===== src/rtl/elevator_car.sv =====
// Plant model of a 3-floor elevator car and shaft: the motion and door FSMs driven by
// controller commands, with a sticky fault monitor that checks those command lines.
module elevator_car #(
  parameter int NUM_FLOORS    = 3,
  parameter int TRAVEL_CYCLES = 4,
  parameter int DOOR_CYCLES   = 2
) (
  input  logic       clk,
  input  logic       rst_n,
  input  logic       dir_up,
  input  logic       dir_down,
  input  logic       door_open,
  output logic [1:0] cur_floor,
  output logic       moving,
  output logic       arrive,
  output logic       door_closed,
  output logic       door_is_open,
  output logic       fault,
  output logic [1:0] fault_code
);

  localparam int TW = $clog2(TRAVEL_CYCLES);
  localparam int DW = $clog2(DOOR_CYCLES + 1);
  localparam logic [1:0]    TOP_FLOOR   = 2'(NUM_FLOORS - 1);
  localparam logic [TW-1:0] TRAVEL_LAST = TW'(TRAVEL_CYCLES - 1);
  localparam logic [DW-1:0] DOOR_LAST   = DW'(DOOR_CYCLES - 1);

  typedef enum logic [1:0] {STOPPED, MOVE_UP, MOVE_DOWN, FAULT} motion_t;
  typedef enum logic [1:0] {CLOSED, OPENING, OPEN, CLOSING}      door_t;

  motion_t       motion_q, motion_d;
  door_t         door_q, door_d;
  logic [TW-1:0] travel_cnt_q, travel_cnt_d;
  logic [DW-1:0] door_cnt_q, door_cnt_d;
  logic [1:0]    floor_q, floor_d;
  logic [1:0]    code_q, code_d;
  logic          arrive_d;
  logic          moving_q, fault_q, door_closed_q, door_is_open_q, arrive_q;

  // Motion FSM. Fault checks come before any floor update, so an overtravel or a
  // fault on the arrival edge leaves cur_floor untouched.
  always_comb begin
    // NOTE: every signal gets a default before the case; a path that skips an assignment would infer a latch.
    motion_d     = motion_q;
    travel_cnt_d = travel_cnt_q;
    floor_d      = floor_q;
    code_d       = code_q;
    arrive_d     = 1'b0;
    unique case (motion_q)
      STOPPED: begin
        if (dir_up && dir_down) begin
          motion_d = FAULT;
          code_d   = 2'b01;
        end else if ((dir_up && floor_q == TOP_FLOOR) || (dir_down && floor_q == 2'd0)) begin
          motion_d = FAULT;
          code_d   = 2'b10;
        end else if (door_q == CLOSED && (dir_up || dir_down)) begin
          // A direction request with the door not fully closed just waits here.
          motion_d     = dir_up ? MOVE_UP : MOVE_DOWN;
          travel_cnt_d = '0;
        end
      end
      MOVE_UP, MOVE_DOWN: begin
        if (dir_up && dir_down) begin
          motion_d = FAULT;
          code_d   = 2'b01;
        end else if (door_open) begin
          motion_d = FAULT;
          code_d   = 2'b11;
        end else if (travel_cnt_q == TRAVEL_LAST) begin
          motion_d     = STOPPED;
          travel_cnt_d = '0;
          arrive_d     = 1'b1;
          floor_d      = (motion_q == MOVE_UP) ? floor_q + 2'd1 : floor_q - 2'd1;
        end else begin
          travel_cnt_d = travel_cnt_q + TW'(1);
        end
      end
      default: ;  // FAULT is sticky until reset
    endcase
  end

  // Door FSM keeps running in FAULT so a stranded car can still be opened.
  always_comb begin
    door_d     = door_q;
    door_cnt_d = door_cnt_q;
    unique case (door_q)
      CLOSED: begin
        if (door_open && (motion_q == STOPPED || motion_q == FAULT)) begin
          door_d     = OPENING;
          door_cnt_d = '0;
        end
      end
      OPENING: begin
        if (!door_open) begin
          door_d     = CLOSING;
          door_cnt_d = '0;
        end else if (door_cnt_q == DOOR_LAST) begin
          door_d     = OPEN;
          door_cnt_d = '0;
        end else begin
          door_cnt_d = door_cnt_q + DW'(1);
        end
      end
      OPEN: begin
        if (!door_open) begin
          door_d     = CLOSING;
          door_cnt_d = '0;
        end
      end
      CLOSING: begin
        if (door_open) begin
          door_d     = OPENING;
          door_cnt_d = '0;
        end else if (door_cnt_q == DOOR_LAST) begin
          door_d     = CLOSED;
          door_cnt_d = '0;
        end else begin
          door_cnt_d = door_cnt_q + DW'(1);
        end
      end
      default: ;
    endcase
  end

  // Status outputs are flopped from next-state so they line up with the state registers.
  always_ff @(posedge clk or negedge rst_n) begin
    // NOTE: sequential state uses non-blocking assignments so every flop samples pre-edge values.
    if (!rst_n) begin
      motion_q       <= STOPPED;
      door_q         <= CLOSED;
      travel_cnt_q   <= '0;
      door_cnt_q     <= '0;
      floor_q        <= 2'd0;
      code_q         <= 2'b00;
      arrive_q       <= 1'b0;
      moving_q       <= 1'b0;
      fault_q        <= 1'b0;
      door_closed_q  <= 1'b1;
      door_is_open_q <= 1'b0;
    end else begin
      motion_q       <= motion_d;
      door_q         <= door_d;
      travel_cnt_q   <= travel_cnt_d;
      door_cnt_q     <= door_cnt_d;
      floor_q        <= floor_d;
      code_q         <= code_d;
      arrive_q       <= arrive_d;
      moving_q       <= (motion_d == MOVE_UP) || (motion_d == MOVE_DOWN);
      fault_q        <= (motion_d == FAULT);
      door_closed_q  <= (door_d == CLOSED);
      door_is_open_q <= (door_d == OPEN);
    end
  end

  assign cur_floor    = floor_q;
  assign moving       = moving_q;
  assign arrive       = arrive_q;
  assign door_closed  = door_closed_q;
  assign door_is_open = door_is_open_q;
  assign fault        = fault_q;
  assign fault_code   = code_q;

endmodule


===== config.mk =====
export PLATFORM = sky130hd
export DESIGN_NAME = elevator_car
export DESIGN_NICKNAME = d
export VERILOG_FILES = /design/src/rtl/elevator_car.sv
export SDC_FILE = /design/constraint.sdc
export NUM_CORES = 1
export LEC_CHECK = 0
export CAP_MARGIN = 15
export CORE_MARGIN = 5
export CORE_UTILIZATION = 57
export CTS_CLUSTER_DIAMETER = 40
export DETAILED_ROUTE_END_ITERATION = 8
export GPL_TIMING_DRIVEN = 0
export PLACE_DENSITY = 0.91
export SETUP_SLACK_MARGIN = 0.1
export SYNTH_ARGS = -nofsm -noshare
export SYNTH_HDL_FRONTEND = slang
export SYNTH_SLANG_ARGS = --single-unit

===== constraint.sdc =====
create_clock -name clk -period 3.3 [get_ports clk]
set_input_delay 0.66 -clock clk [delete_from_list [all_inputs] [get_ports clk]]
set_output_delay 0.66 -clock clk [all_outputs]
set_load 0.05 [all_outputs]

==> results.md <==
* Status: completed
* Lkg Pwr at 0.000526 uW
* Reg area at 427 um2
* # clock sinks at 17
* Setup TNS at 0 ns
* Clock power share at 0.084
* Relative slew margins at 0.505
* Routed len/inst at 14.2 um
* Diode count at 0
* WHS Endpoint: fault_code[1]
* Final period utilization at 0.712
* Critical R2R Launch: motion_q[0]
* Multi-input gate area at 532 um2
* CTS root buf: clkbuf_4
* Netlist cell types at 37
* TritonCTS clock tree: yes
* Yosys warning count at 0
* Row cnt at 15
* Sequential share of power at 0.287
* GRT overflow at 0
* Reg2Reg Depth at 6
* Mapped Nets at 111
* Ports at 14
* Vias per Instance at 6.02
* Clk_skew at 0.00356 ns
* Final Hold Fails at 0
* Internal power at 699 uW
* Worst reg2reg setup slack at 1.16 ns
* Startpoint Class: register
* Crit Path Max Fanout at 7
* Post_cts resized at 0
* Final Slew Violations at 0
* Iteration-0 DRC count of the detailed router at 12
* Reg clk slew, reported paths at 0.10 ns
* Worst path required time at 2.64 ns
* CP peak stage delay at 0.87 ns
* Post-CTS Setup Bufs at 0
* Cell Pwr Density at 1120 nW/um2
* Die area at 2690 um2
* P&R area growth vs syn at 15.9%
* Fin nets at 127
* GRT Total Usage at 0.175
* NetSw at 604 uW
* Top delay family on crit path: buffers and inverters
* Post-Synthesis Cell Area at 1000 um2
* DR vias at 801
* Setup WS pre-CTS at 0.949 ns
* Post-synth top area cell: dfrtp_1
* Die Ht at 51.9 um
* Core box area at 1690 um2
* Fmax at 0.426 GHz
* Synth Register Bits at 17
* Post-route setup slack at 0.951 ns
* Setup violations, final at 0
* Layout cells sized above 1 at 0.112
* Post-Route WL at 1.90 mm
* Least-Margin Pin Slew at 0.740 ns
* Max-Cap Viols at 0
* Total Power at 1300 uW
* Maximum vdd drop at 0.598 mV
* Clock Latency Late Sink at 0.29 ns
* Synth area leaders: dfrtp_1 (40%), ha_1 (6.3%), nor2b_1 (5.0%)
* First-pass iteration count of the detailed router at 4
* TritonCTS Buffers at 3
* Crit path buf inv count at 1
* Vias in the first global route at 761
* Register area share after synthesis at 0.426
* Critical path capture point type: output port
* Initial antenna violation count at 0
* Port bufs at 11
* RSZ-0062 raised after global routing: false
* Comb pwr share at 0.629
* Largest net degree at the start of global routing at 18
* Starting Density at 0.593
* HPWL Detailed at 1.36 mm
* WHS Path Cells at 1
* ANT nets after route at 0
* Residual DRC at 0
* Hold Crit Class: reg2reg
* Fill cells at 130
* Chip width at 51.9 um
* Gpl congestion at 0.816
* Min-delay src: fault_code[1]
* Top-area cell type share of the netlist area at 0.400
* Min Tclk post-route at 2.35 ns
* Arrival @ worst endpoint at 1.69 ns
* Reg2Reg Capture Point: moving
* Gate Count Post-Synth at 101
* Critical path's slowest cell: clkdlybuf4s50_1
* H-tree level count at 1
* CP Class: reg2out
* CTS Hold Buffers Added at 0
* CP Cell Sequence: clkdlybuf4s50_1
* Sw Ratio at 0.464
* First-pass GRT wire length at 3.48 mm
* Post-Syn Area per Cell at 9.91 um2
* Clock Path Buffers at 2
cell type report:
class	instances	share of cell area
Inverter	3	0.00971
Sequential cell	17	0.368
Timing Repair Buffer	11	0.0949
Tap cell	17	0.0183
Buffer	6	0.0270
Clock inverter	1	0.00432
Multi-Input combinational cell	75	0.458
Clock buffer	3	0.0194
cells in the mapped netlist, drive strengths merged:
library cell / count
a211o: 1
a21o: 2
a21oi: 7
a221oi: 2
a22o: 2
a2bb2oi: 1
a31oi: 1
and3: 1
and4b: 1
buf: 6
dfrtp: 16
dfstp: 1
ha: 5
inv: 3
mux2: 3
nand2: 5
nand2b: 4
nand3b: 1
nor2: 6
nor2b: 9
nor3: 3
nor3b: 2
o211ai: 1
o21ai: 6
o21bai: 1
o22a: 1
o311a: 1
o31a: 1
or3: 1
or3b: 3
xnor2: 3
xor2: 1
metal layers:
layer	global-route usage	up-vias	share of wire
met5	0	-	0
met4	0.0873	0	0.022
met3	0.0344	6	0.060
met2	0.274	28	0.47
met1	0.228	376	0.45
li1	-	391	-
power groups by stage:
stage | combinational, uW | clock (uW) | sequential [uW]
5_1_grt | 913 | 124 | 391
3_5_place_dp | 808 | 0 | 379
2_1_floorplan | 468 | 0 | 522
4_1_cts | 822 | 113 | 376
6_report | 820 | 109 | 375
3_3_place_gp | 788 | 0 | 372
flip-flops by register name, indices dropped and copies added (netlist names), named ones only:
| register | count |
|---|---|
| moving | 1 |
| door_q | 2 |
| door_cnt_q | 2 |
| fault_code | 2 |
| motion_q | 1 |
| arrive | 1 |
| travel_cnt_q | 2 |
| fault | 1 |
| door_is_open | 1 |
| cur_floor | 2 |
| door_closed | 1 |
stage by stage:
step / cell area (um2) / util / cells / hold WS, ns
after CTS: 1160 / 0.687 / 133 / 0.534
after global routing: 1160 / 0.687 / 133 / 0.580
final: 1160 / 0.687 / 133 / 0.532
after global placement: 1130 / 0.670 / 129 / 0.474
after detailed placement: 1130 / 0.670 / 129 / 0.506
after floorplan: 1000 / - / 101 / 0.364
worst max path at each step:
stage,startpoint,end,depth (start not counted)
2_1_floorplan,motion_q[0],moving,6
3_3_place_gp,door_open,moving,6
3_5_place_dp,door_open,moving,6
4_1_cts,cur_floor[0],cur_floor[0],1
5_1_grt,cur_floor[0],cur_floor[0],1
6_report,cur_floor[0],cur_floor[0],1
placed cells by master, fill, tap and decap left out, types with 4 or more instances in the layout:
cell type        count
clkdlybuf4s50_1     11
nand2_1              5
nor2b_1              8
dfrtp_1             16
a21oi_1              7
nand2b_1             4
o21ai_0              6
buf_2                4
ha_1                 5
nor2_1               5
logic make-up (layout without fill, tap and decap cells):
group	count (synthesis)	count (layout)	synth area share
multiplexers	3	3	0.0337
adder cells (fa/ha/maj)	5	5	0.0625
AND/OR/NAND/NOR	36	36	0.219
AO/OA/AOI/OAI	27	27	0.181
flip-flops	17	17	0.426
XOR/XNOR	4	4	0.0350
buffers and inverters	9	24	0.0425
Power figures use the tool's default switching activity.
